`config.mk`:
```
export PLATFORM = sky130hd
export DESIGN_NAME = multicycle_control
export DESIGN_NICKNAME = d
export VERILOG_FILES = /design/src/rtl/multicycle_control.sv
export SDC_FILE = /design/constraint.sdc
export NUM_CORES = 1
export LEC_CHECK = 0
export BUFFER_PORTS_ARGS = -buffer_cell sky130_fd_sc_hd__buf_2
export CAP_MARGIN = 5
export CORE_MARGIN = 4
export CORE_UTILIZATION = 45
export CTS_BUF_LIST = sky130_fd_sc_hd__clkbuf_2 sky130_fd_sc_hd__clkbuf_4 sky130_fd_sc_hd__clkbuf_8
export CTS_CLUSTER_SIZE = 14
export DETAILED_ROUTE_END_ITERATION = 12
export GPL_TIMING_DRIVEN = 0
export PLACE_DENSITY_LB_ADDON = 0.08
export SLEW_MARGIN = 30
export SYNTH_ARGS = -nofsm -noshare
export SYNTH_HDL_FRONTEND = slang
export SYNTH_SLANG_ARGS = --single-unit
```
`constraint.sdc`:
```
create_clock -name Clk -period 2.09 [get_ports Clk]
set_clock_uncertainty 0.15 [all_clocks]
set_input_delay 0.418 -clock Clk [delete_from_list [all_inputs] [get_ports Clk]]
set_output_delay 0.418 -clock Clk [all_outputs]
set_load 0.05 [all_outputs]
```
`src/rtl/multicycle_control.sv`:
```
// rtl/multicycle_control.sv - multicycle MIPS control FSM (optional addi via MULTICYCLE_ADDI_EN)
module multicycle_control (
    input  logic       Clk,
    input  logic       Reset,
    input  logic [5:0] Opcode,
    input  logic [5:0] Funct,
    input  logic       Zero_Flag,
    input  logic       MemReady,
    output logic [2:0] ALUControl,
    output logic       ALUSrcA,
    output logic [1:0] ALUSrcB,
    output logic       IorD,
    output logic       RegDst,
    output logic       MemtoReg,
    output logic [1:0] PCSrc,
    output logic       IRWrite,
    output logic       MemWrite,
    output logic       RegWrite,
    output logic       PCWrite,
    output logic       Branch,
    output logic       PCEn,
    output logic       Illegal
);

    localparam logic [3:0] RESET_STATE = 4'd0;

    localparam logic [3:0] FETCH  = RESET_STATE;
    localparam logic [3:0] DECODE = 4'd1;
    localparam logic [3:0] MEMADR = 4'd2;
    localparam logic [3:0] MEMRD  = 4'd3;
    localparam logic [3:0] MEMWB  = 4'd4;
    localparam logic [3:0] MEMWR  = 4'd5;
    localparam logic [3:0] EXEC   = 4'd6;
    localparam logic [3:0] ALUWB  = 4'd7;
    localparam logic [3:0] BRANCH = 4'd8;
`ifdef MULTICYCLE_ADDI_EN
    localparam logic [3:0] ADDIEX = 4'd9;
    localparam logic [3:0] ADDIWB = 4'd10;
`endif
    localparam logic [3:0] JUMP   = 4'd11;

    localparam logic [5:0] OP_LW   = 6'b100011;
    localparam logic [5:0] OP_SW   = 6'b101011;
    localparam logic [5:0] OP_RTYP = 6'b000000;
    localparam logic [5:0] OP_BEQ  = 6'b000100;
    localparam logic [5:0] OP_J    = 6'b000010;
`ifdef MULTICYCLE_ADDI_EN
    localparam logic [5:0] OP_ADDI = 6'b001000;
`endif

    logic [3:0] state_q;
    logic [3:0] state_d;
    logic [2:0] funct_alu;
    logic       funct_ok;

    // R-type function decode shared by next-state and output logic
    always_comb begin
        funct_alu = 3'b010;
        funct_ok  = 1'b1;
        case (Funct)
            6'b100000: funct_alu = 3'b010;
            6'b100010: funct_alu = 3'b110;
            6'b100100: funct_alu = 3'b000;
            6'b100101: funct_alu = 3'b001;
            6'b101010: funct_alu = 3'b111;
            default:   funct_ok  = 1'b0;
        endcase
    end

    // State register; reset aborts any instruction in flight
    always_ff @(posedge Clk) begin
        if (Reset) begin
            state_q <= FETCH;
        end else begin
            state_q <= state_d;
        end
    end

    // Next-state logic
    always_comb begin
        state_d = state_q;
        case (state_q)
            FETCH:  if (MemReady) state_d = DECODE;
            DECODE: begin
                case (Opcode)
                    OP_LW, OP_SW: state_d = MEMADR;
                    OP_RTYP:      state_d = EXEC;
                    OP_BEQ:       state_d = BRANCH;
                    OP_J:         state_d = JUMP;
`ifdef MULTICYCLE_ADDI_EN
                    OP_ADDI:      state_d = ADDIEX;
`endif
                    default:      state_d = FETCH;
                endcase
            end
            MEMADR: state_d = (Opcode == OP_LW) ? MEMRD : MEMWR;
            MEMRD:  if (MemReady) state_d = MEMWB;
            MEMWB:  state_d = FETCH;
            MEMWR:  if (MemReady) state_d = FETCH;
            EXEC:   state_d = funct_ok ? ALUWB : FETCH;
            ALUWB:  state_d = FETCH;
            BRANCH: state_d = FETCH;
            JUMP:   state_d = FETCH;
`ifdef MULTICYCLE_ADDI_EN
            ADDIEX: state_d = ADDIWB;
            ADDIWB: state_d = FETCH;
`endif
            default: state_d = FETCH;
        endcase
    end

    // Moore outputs, with memory handshakes qualifying the write enables
    always_comb begin
        ALUControl = 3'b010;
        ALUSrcA    = 1'b0;
        ALUSrcB    = 2'b00;
        IorD       = 1'b0;
        RegDst     = 1'b0;
        MemtoReg   = 1'b0;
        PCSrc      = 2'b00;
        IRWrite    = 1'b0;
        MemWrite   = 1'b0;
        RegWrite   = 1'b0;
        PCWrite    = 1'b0;
        Branch     = 1'b0;
        Illegal    = 1'b0;
        case (state_q)
            FETCH: begin
                ALUSrcB = 2'b01;
                IRWrite = MemReady;
                PCWrite = MemReady;
            end
            DECODE: begin
                ALUSrcB = 2'b11;
                case (Opcode)
                    OP_LW, OP_SW, OP_RTYP, OP_BEQ, OP_J: Illegal = 1'b0;
`ifdef MULTICYCLE_ADDI_EN
                    OP_ADDI: Illegal = 1'b0;
`endif
                    default: Illegal = 1'b1;
                endcase
            end
            MEMADR: begin
                ALUSrcA = 1'b1;
                ALUSrcB = 2'b10;
            end
            MEMRD:  IorD = 1'b1;
            MEMWB: begin
                MemtoReg = 1'b1;
                RegWrite = 1'b1;
            end
            MEMWR: begin
                IorD     = 1'b1;
                MemWrite = MemReady;
            end
            EXEC: begin
                ALUSrcA    = 1'b1;
                ALUControl = funct_alu;
                Illegal    = !funct_ok;
            end
            ALUWB: begin
                RegDst   = 1'b1;
                RegWrite = 1'b1;
            end
            BRANCH: begin
                ALUSrcA    = 1'b1;
                ALUControl = 3'b110;
                PCSrc      = 2'b01;
                Branch     = 1'b1;
            end
            JUMP: begin
                PCSrc   = 2'b10;
                PCWrite = 1'b1;
            end
`ifdef MULTICYCLE_ADDI_EN
            ADDIEX: begin
                ALUSrcA = 1'b1;
                ALUSrcB = 2'b10;
            end
            ADDIWB: RegWrite = 1'b1;
`endif
            default: ;
        endcase
        if (Reset) begin
            IRWrite  = 1'b0;
            MemWrite = 1'b0;
            RegWrite = 1'b0;
            PCWrite  = 1'b0;
            Branch   = 1'b0;
            Illegal  = 1'b0;
        end
        PCEn = PCWrite | (Branch & Zero_Flag);
    end

endmodule

```
# Yosys cells after proc, flatten, opt, wreduce, memory -nomap -nowiden
# Cells that the tools add are included.
# W data, S select, Z words.
dict set report totals {
  register_bits 4
  inputBits 16
  elab_cells 63
  output_inout_bits 18
}
dict set report op_classes {
  n_reduce_logical 10
  bitwise 2
  n_eq_ne 21
  muxes 29
}
# op n
set ops {}
lappend ops {{$eq A6 B6 Y1 const B} 7}
lappend ops {{$pmux W4 S6} 1}
lappend ops {{$eq A4 B3 Y1 const B} 4}
lappend ops {{$mux W1} 16}
lappend ops {{$pmux W4 S4} 1}
lappend ops {{$mux W4} 3}
lappend ops {{$pmux W3 S4} 1}
lappend ops {{$reduce_or A5 Y1} 2}
lappend ops {{$eq A4 B2 Y1 const B} 2}
lappend ops {{$eq A4 B4 Y1 const B} 2}
lappend ops {{$eq A6 B2 Y1 const B} 1}
lappend ops {{$eq A6 B3 Y1 const B} 1}
lappend ops {{$logic_not A6 Y1} 1}
lappend ops {{$mux W3} 2}
lappend ops {{$ne A2 B2 Y1 const B} 3}
lappend ops {{$pmux W2 S3} 1}
lappend ops {{$pmux W3 S2} 1}
lappend ops {{$reduce_or A2 Y1} 3}
lappend ops {{$eq A4 B1 Y1 const B} 1}
lappend ops {{$logic_not A4 Y1} 1}
lappend ops {{$pmux W1 S2} 2}
lappend ops {{$pmux W2 S2} 1}
lappend ops {{$reduce_and A3 Y1} 1}
lappend ops {{$reduce_or A3 Y1} 1}
lappend ops {{3 further kinds} 3}

# Logic depth before layout (Yosys ltp)
# Gate-level depths: netlist of run 1.
dict set report depth {
  depth_word 6
  ltp_mapped 6
}

# Least setup slack after synthesis of run 1
# Ideal clock, no wire load.
dict set report synth_timing {
  path_kind {input -> output}
  start {input port Reset}
  end {output port IRWrite}
  path_stages 3
  arrival_time_ns 2.182
  slack_ns -0.660
  path_cell_list {buf_2 > nand2b_1 > nor4_1}
}
dict set report synth_between {
  elab_chain_cells 1
}
# element line
set synth_lines {}
lappend synth_lines {{from (decl)} 4} ;# input logic Reset,
lappend synth_lines {{$mux W1} 184} ;# if (Reset) begin
lappend synth_lines {{to (decl)} 16} ;# output logic IRWrite,
# No other way between the ends.

# Worst setup path in the final report of run 1
dict set report layout_timing {
  start {input port Opcode[3]}
  end {output port Illegal}
}
dict set report layout_between {
  elab_chain_cells 5
}
# element line
set layout_lines {}
lappend layout_lines {{from (decl)} 5} ;# input logic [5:0] Opcode,
lappend layout_lines {{$eq A6 B6 Y1, or another cell as far along} 135} ;# case (Opcode)
lappend layout_lines {{$reduce_or A5 Y1 (*)} 135}
lappend layout_lines {{$mux W1 (*)} 135}
lappend layout_lines {{$pmux W1 S2 (*)} 127} ;# case (state_q)
lappend layout_lines {{$mux W1 (*)} 184}
lappend layout_lines {{to (decl)} 22} ;# output logic Illegal
# Mark *: on every way between the ends. The rest lies on a longest branch, timed or not.

==> impl_metrics.toml, run 1 <==
[final_layout]
nNetsFinal = 147
largest_register_ff_count = 4
largest-register = "state_q"
final_common_cell = "buf_2"
final_cell_mix = "buf_2 (23), buf_4 (11), nor2_1 (10), buf_6 (6), nand2_1 (6)"
reg_top3 = "state_q: 4 flops"
area_growth_pct = 67.13
fin_area_sq_mm = 0.001050
n_antenna_cell = 0
drive_gt1_share_pct = 56.59

[drt]
dr.pass1.iters = 4
via_count = 856
drc = 0
routed_wl_mm = 2.113
wl_per_cell_um = 14.67
drt-initial-drc-count = 23
drt-vias-per-instance = 5.944
final_antenna_net_count = 0

[floorplan]
coreArea_sq_mm = 0.001301
dieArea_sq_mm = 0.002058
die_h_um = 45.36
die_width_um = 45.36
ios = 34
num_rows = 13
initial_utilization_pct = 48.27

[sta]
tightest_slew_ps = 379.9
fmax_ghz = 0.4548
slew_violations = 0
rsz0062_at_grt = "true"
fin_crit_ps = 2199
max_slew_margin_pct = 74.62
hold_violations = 0
timing.final.crit_share_pct = 105.2
finalSetupViolations = 3
worst_slack_ps = -108.6

[yosys]
synthAdderAreaFrac_pct = 0
synthMuxAreaShare_pct = 3.187
syn-instance-count = 90
ys_types = 39
synthSimpleGateAreaFrac_pct = 48.01
ys_warn_count = 0
syn_area_sq_um = 628.1
synth_area_per_cell_sq_um = 6.979
ys_seq_elements = 4
synthesis.nets = 106
synthXorXnorAreaFrac_pct = 2.789
synth_compound_area_share_pct = 25.90
synth_top_family_by_area = "simple AND/OR/NAND/NOR gates"
ys_seq_area_share_pct = 12.75

[min_path]
hold_path.class = "in2reg"

[run_status]
violations = "setup timing"
status = "finished, violations left"

[global_routing]
grt_pass1_vias = 762
grt_use_met2_pct = 38.42
use_met1_pct = 28.47
antenna_found_initial = 0
use_met3_pct = 3.984
busiest_layer = "met2"
grt_pass1_wl_mm = 3.470
grt_overflow = 0
grt_max_degree = 11
grt_usage_pct = 22.95

[pwr]
ir_drop_mv = 0.2238
p_leak_nw = 0.4357
power.total_mw = 0.3351
p_per_area_mw_per_mm2 = 319.3

[clock_network]
cts_hold_buf = 0
cts_tree = "built"
numCtsBuffers = 3
clk_pin_slew_ps = 40
cts_max_level = 1
cts_root_buffer = "clkbuf_4"
insertion_delay_ps = 240
clock_path_buffers = 2
clock_sinks = 4

[place]
hpwl_mm = 1.509
pre_cts_ws_ps = -261.8
postPlaceCellArea_sq_um = 857.1
place_congestion = 0.8484
io_buffers = 32

[setup_path]
endpoint_kind = "primary output"
crit_fanout = 4
critPathLaunchType = "input port"
reg2reg_slack_ps = 480
arrival_ps = 1630
crit_required_ps = 1520
crit_type = "in2out"

[job]
cap_viol_max_count = 0
==> routing by layer <==
layer,wire length (um),up-vias
li1,-,410
met1,803,391
met2,1102,51
met3,174,4
met4,34,0
met5,0,-
==> synthesized netlist by cell type, drive strengths merged <==
cell type  instances  area (sq um)
or2                1         8.760
or3                4         30.03
or4b               2         27.53
a22oi              1         7.510
a32oi              1         8.760
a31o               1         8.760
clkbuf             1         3.750
mux2i              2         20.02
inv                3         11.26
nor4b              1         8.760
a21o               1         7.510
nand3b             2         15.01
o32ai              1         8.760
nor3b              3         22.52
a2bb2oi            1         8.760
o21a               1         7.510
nor3               5         25.02
xor2               1         8.760
buf                5         31.28
nor2              13         48.80
o22a               1         8.760
dfxtp              4         80.08
o22ai              1         6.260
and3               1         6.260
a41oi              1         8.760
nand2b             6         37.54
xnor2              1         8.760
o311ai             1         8.760
a211oi             1         12.51
a21oi              5         25.02
nand2              7         26.28
nand3              4         20.02
o31ai              2         25.02
nor4               2         18.77
nor2b              1         6.260
o21ai              2         10.01
==> area by class of cell <==
type                       instances  area [sq um]
multi-input combinational         77         615.6
timing repair buffer              38         260.3
fill                              99         251.5
sequential                         4         86.33
buffer                             4         35.03
clock buffer                       3         22.52
tap                               15         18.77
inverter                           3         11.26
==> critical path: stages <==
cell and delay, ps:
buf_6 90, or3_4 390, or3_4 400, o311ai_4 80, a21oi_2 100, buf_6 160
==> report_power, final <==
| group | switching (mW) | internal, mW | leakage [nW] | total, mW |
|---|---|---|---|---|
| Clock | 0.0339 | 0.0643 | 0.0138 | 0.0982 |
| Sequential | 0.00227 | 0.0788 | 0.0341 | 0.0811 |
| Combinational | 0.0903 | 0.0655 | 0.388 | 0.156 |
| Total | 0.127 | 0.209 | 0.436 | 0.335 |
==> logic make-up (layout without fill, tap and decap cells) <==
group | count (synthesis) | in the layout
AND/OR/NAND/NOR | 52 | 52
AO/OA/AOI/OAI | 21 | 21
buffers and inverters | 9 | 48
flip-flops | 4 | 4
XOR/XNOR | 2 | 2
multiplexers | 2 | 2
==> through the flow <==
step	instances	hold slack, ps	utilization [%]	TNS, ps
after global placement	137	435.5	65.87	-778.6
after global routing	144	408.4	80.67	-392.6
after CTS	142	377.3	77.69	-415.7
after floorplan	90	372.9	-	-473.8
final	144	391.9	80.67	-292.3
after detailed placement	137	432.5	65.87	-967.4
==> timing repair <==
action,in CTS,in global routing
setup buffers,3,3
setup endpoints to repair,10,11
resized for setup,33,12
pin swaps,6,5
==> worst paths after layout <==
path | end | from | cells after the start
hold reg to reg | state_q[3] | state_q[2] | 2
setup / recovery | Illegal | Opcode[3] | 6
hold / removal | state_q[3] | Reset | 2
setup reg to reg | state_q[0] | state_q[1] | 4
Power figures use the tool's default switching activity.
==> run 2: changes to the inputs <==
--- a/config.mk
+++ b/config.mk
@@ -14,6 +14,7 @@
 export DETAILED_ROUTE_END_ITERATION = 12
 export GPL_TIMING_DRIVEN = 0
 export PLACE_DENSITY_LB_ADDON = 0.08
+export SKIP_LAST_GASP = 1
 export SLEW_MARGIN = 30
 export SYNTH_ARGS = -nofsm -noshare
 export SYNTH_HDL_FRONTEND = slang
==> impl_metrics.toml, run 2 (synthesized netlist as in run 1, its figures left out) <==
[final_layout]
final_cell_mix = "buf_2 (24), buf_4 (12), nor2_1 (10), nand2_1 (6)"
largest-register = "state_q"
n_antenna_cell = 0
final.fill_count = 94
final_cell_count_no_fill = 145
reg_top3 = "state_q: 4 flops"
final_common_cell = "buf_2"
area_growth_pct = 67.53
fin_area_sq_mm = 0.001052
largest_register_ff_count = 4
drive_gt1_share_pct = 56.15
nNetsFinal = 148
utilization_pct = 80.87

[clock_network]
clk_pin_slew_ps = 40
cts_hold_buf = 0
cts_root_buffer = "clkbuf_4"
cts_tree = "built"
numCtsBuffers = 3
insertion_delay_ps = 240
clock_sinks = 4
clock_path_buffers = 2
cts_max_level = 1

[pwr]
p_per_area_mw_per_mm2 = 318.9
p_leak_nw = 0.4406
ir_drop_mv = 0.2324
power.total_mw = 0.3355

[drt]
via_count = 868
drt-initial-drc-count = 23
routed_wl_mm = 2.183
drt-vias-per-instance = 5.986
wl_per_cell_um = 15.06
drc = 0
final_antenna_net_count = 0
dr.pass1.iters = 4

[sta]
worst_slack_ps = -111.2
tightest_slew_ps = 386.0
slew_violations = 0
timing.final.crit_share_pct = 105.3
fmax_ghz = 0.4543
max_slew_margin_pct = 74.21
fin_crit_ps = 2201
hold_ws_ps = 386.4
rsz0062_at_grt = "true"
tns_ps = -304.7
hold_violations = 0
finalSetupViolations = 3

[global_routing]
grt_pass1_wl_mm = 3.484
grt_usage_pct = 22.95
grt_overflow = 0
grt_pass1_vias = 777
grt_max_degree = 11
antenna_found_initial = 0

[setup_path]
critPathLaunchType = "input port"
crit_type = "in2out"
crit_fanout = 4
slowest_delay_ps = 400
endpoint_kind = "primary output"
crit_buf_inv = 2
arrival_ps = 1630
worstPathCellList = "buf_6 > or3_4 > or3_4 > o311ai_4 > a21oi_2 > buf_6"
crit_required_ps = 1520
crit_family = "simple AND/OR/NAND/NOR gates"
reg2reg_slack_ps = 470
cp_slowest_cell = "or3_4"

[place]
hpwl_mm = 1.509
pre_cts_ws_ps = -261.8
io_buffers = 32
placed_cells = 137
postPlaceCellArea_sq_um = 857.1
place_congestion = 0.8484

[floorplan]
coreArea_sq_mm = 0.001301
dieArea_sq_mm = 0.002058
ios = 34
die_h_um = 45.36
die_width_um = 45.36
num_rows = 13
initial_utilization_pct = 48.27

[job]
cap_viol_max_count = 0

[run_status]
status = "finished, violations left"
violations = "setup timing"

[min_path]
hold_path.class = "in2reg"
## run 2: metal layers
metal	track usage (%)	vias to the layer above	part of all wire [%]
li1	-	413	-
met1	28.23	406	38
met2	38.70	45	53
met3	3.984	4	7.5
met4	9.942	0	1.8
met5	0	-	0
## run 2: final cells by class
cell class                 count  area, sq um  share of cell area [%]
tap                           15        18.77                   1.784
buffer                         4        35.03                   3.329
timing repair buffer          39        261.5                   24.85
sequential                     4        87.58                   8.323
inverter                       3        11.26                   1.070
clock buffer                   3        22.52                   2.140
multi-input combinational     77        615.6                   58.50
## run 2: path summary, 6_finish.rpt
path | start | end | depth (start not counted)
hold reg to reg | state_q[2] | state_q[3] | 2
setup / recovery | Opcode[3] | Illegal | 6
hold / removal | Reset | state_q[3] | 2
setup reg to reg | state_q[1] | state_q[0] | 4
## run 2: power by group
group	switching [mW]	leakage, nW	internal, mW
Combinational	0.0909	0.393	0.0655
Clock	0.0348	0.0138	0.0644
Sequential	0.00241	0.0339	0.0776
## run 2: what timing repair did
item / in CTS / in global routing
hold endpoints to repair: 0 / 0
gates resized for setup: 29 / 14
endpoints found under the setup margin: 10 / 11
buffers inserted: 3 / 4
pin swaps: 6 / 6
==> run 3: changes to the inputs <==
==> constraint.sdc (replaced) <==
create_clock -name Clk -period 2.09 [get_ports Clk]
set_clock_uncertainty 0.15 [all_clocks]
set_input_delay 0.418 -clock Clk [delete_from_list [all_inputs] [get_ports Clk]]
set_output_delay 0.418 -clock Clk [all_outputs]
set_load 0.01 [all_outputs]
==> impl_metrics.toml, run 3 (synthesized netlist as in run 1, its figures left out) <==
[clock_network]
clock_path_buffers = 2
numCtsBuffers = 3
cts_max_level = 1
cts_hold_buf = 0
clock_sinks = 4
cts_root_buffer = "clkbuf_4"
cts_tree = "built"
clk_pin_slew_ps = 40
insertion_delay_ps = 240

[sta]
rsz0062_at_grt = "true"
finalSetupViolations = 2
fmax_ghz = 0.4652
slew_violations = 0
fin_crit_ps = 2150
tightest_slew_ps = 334.8
max_slew_margin_pct = 77.64
timing.final.crit_share_pct = 102.9
tns_ps = -84.85
worst_slack_ps = -59.59
hold_violations = 0

[pwr]
switching_share_pct = 31.83
p_per_area_mw_per_mm2 = 316.0
sequentialPowerShare_pct = 28.0
power_switching_mw = 0.09225
p_leak_nw = 0.4089
pwr-share-comb_pct = 38.3
cellInternalPower_mw = 0.1976
pwr-share-clk_pct = 33.7
ir_drop_mv = 0.1784

[global_routing]
grt_max_degree = 11
grt_overflow = 0
grt_pass1_vias = 663
antenna_found_initial = 0
grt_pass1_wl_mm = 2.842
grt_usage_pct = 18.29

[setup_path]
worstPathCellList = "buf_6 > or3_4 > or3_4 > o311ai_2 > a21oi_1 > buf_2"
endpoint_kind = "primary output"
crit_type = "in2out"
crit_fanout = 4
crit_required_ps = 1520
arrival_ps = 1580
slowest_delay_ps = 390
cp_slowest_cell = "or3_4"
cp_common_cell = "or3_4"
critPathLaunchType = "input port"

[drt]
routed_wl_mm = 1.836
wl_per_cell_um = 12.84
drc = 0
final_antenna_net_count = 0
via_count = 818
dr.pass1.iters = 4
drt-initial-drc-count = 19
drt-vias-per-instance = 5.720

[final_layout]
nNetsFinal = 146
final_cell_mix = "buf_2 (31), nor2_1 (12), nand2_1 (7)"
area_growth_pct = 46.02
reg_top3 = "state_q: 4 flops"
largest-register = "state_q"
final_common_cell = "buf_2"
final.fill_count = 119
fin_area_sq_um = 917.1
n_antenna_cell = 0
drive_gt1_share_pct = 46.88
largest_register_ff_count = 4

[floorplan]
dieArea_sq_mm = 0.002058
die_width_um = 45.36
coreArea_sq_mm = 0.001301
ios = 34
die_h_um = 45.36
initial_utilization_pct = 48.27
num_rows = 13

[place]
postPlaceCellArea_sq_um = 807.0
place_congestion = 0.8352
io_buffers = 32
hpwl_mm = 1.378

[run_status]
violations = "setup timing"
status = "finished, violations left"

[min_path]
hold_path.class = "in2reg"

[job]
cap_viol_max_count = 0
[run 3: power groups by stage]
stage,Sequential (mW),Combinational [mW],Clock [mW]
floorplan,0.0809,0.0614,0
global placement,0.0810,0.0965,0
detailed placement,0.0811,0.0974,0
CTS,0.0812,0.104,0.0986
global route,0.0814,0.122,0.107
finish,0.0812,0.111,0.0976
[run 3: per-stage QoR]
stage                     worst slack, ps  instances  hold slack (ps)  power [mW]  utilization (%)
after global placement             -148.2        137            405.7      0.1775            62.02
after floorplan                     107.1         90            366.6      0.1422                -
final                              -59.59        143            375.0      0.2898            70.48
after detailed placement           -158.9        137            414.0      0.1785            62.02
after CTS                          -84.88        142            347.5      0.2836            67.79
after global routing               -117.1        143            395.3      0.3102            70.48
[run 3: repair_timing]
| action | in CTS | in global routing |
|---|---|---|
| setup endpoints to repair | 7 | 7 |
| pin swaps | 4 | 3 |
| gates resized for setup | 12 | 8 |
| setup buffers | 3 | 1 |
[run 3: layer usage]
metal,track usage (%),wire length (um)
met1,25.54,771
met5,0,0
met3,5.179,161
met4,2.339,0
met2,28.53,904
[run 3: final cells by class]
type / instances / area, sq um / area share (%)
Clock buffer: 3 / 22.52 / 2.456
Sequential cell: 4 / 85.08 / 9.277
Tap cell: 15 / 18.77 / 2.046
Buffer: 5 / 38.79 / 4.229
Timing Repair Buffer: 36 / 202.7 / 22.10
Multi-Input combinational cell: 77 / 538.0 / 58.66
Inverter: 3 / 11.26 / 1.228
[run 3: final timing paths]
| check | cells after the start | slack (ps) | endpoint | start |
|---|---|---|---|---|
| max | 6 | -60 | Illegal | Opcode[3] |
| min | 2 | 370 | state_q[3] | Reset |
| max reg2reg | 4 | 510 | state_q[0] | state_q[1] |
| min reg2reg | 2 | 440 | state_q[3] | state_q[2] |
[run 3: worst max-delay path, delay by kind of cell]
| family | cells | cell delay (ps) |
|---|---|---|
| AOI/OAI and AO/OA | 2 | 160 |
| buffers and inverters | 2 | 230 |
| and+or+nand+nor | 2 | 770 |
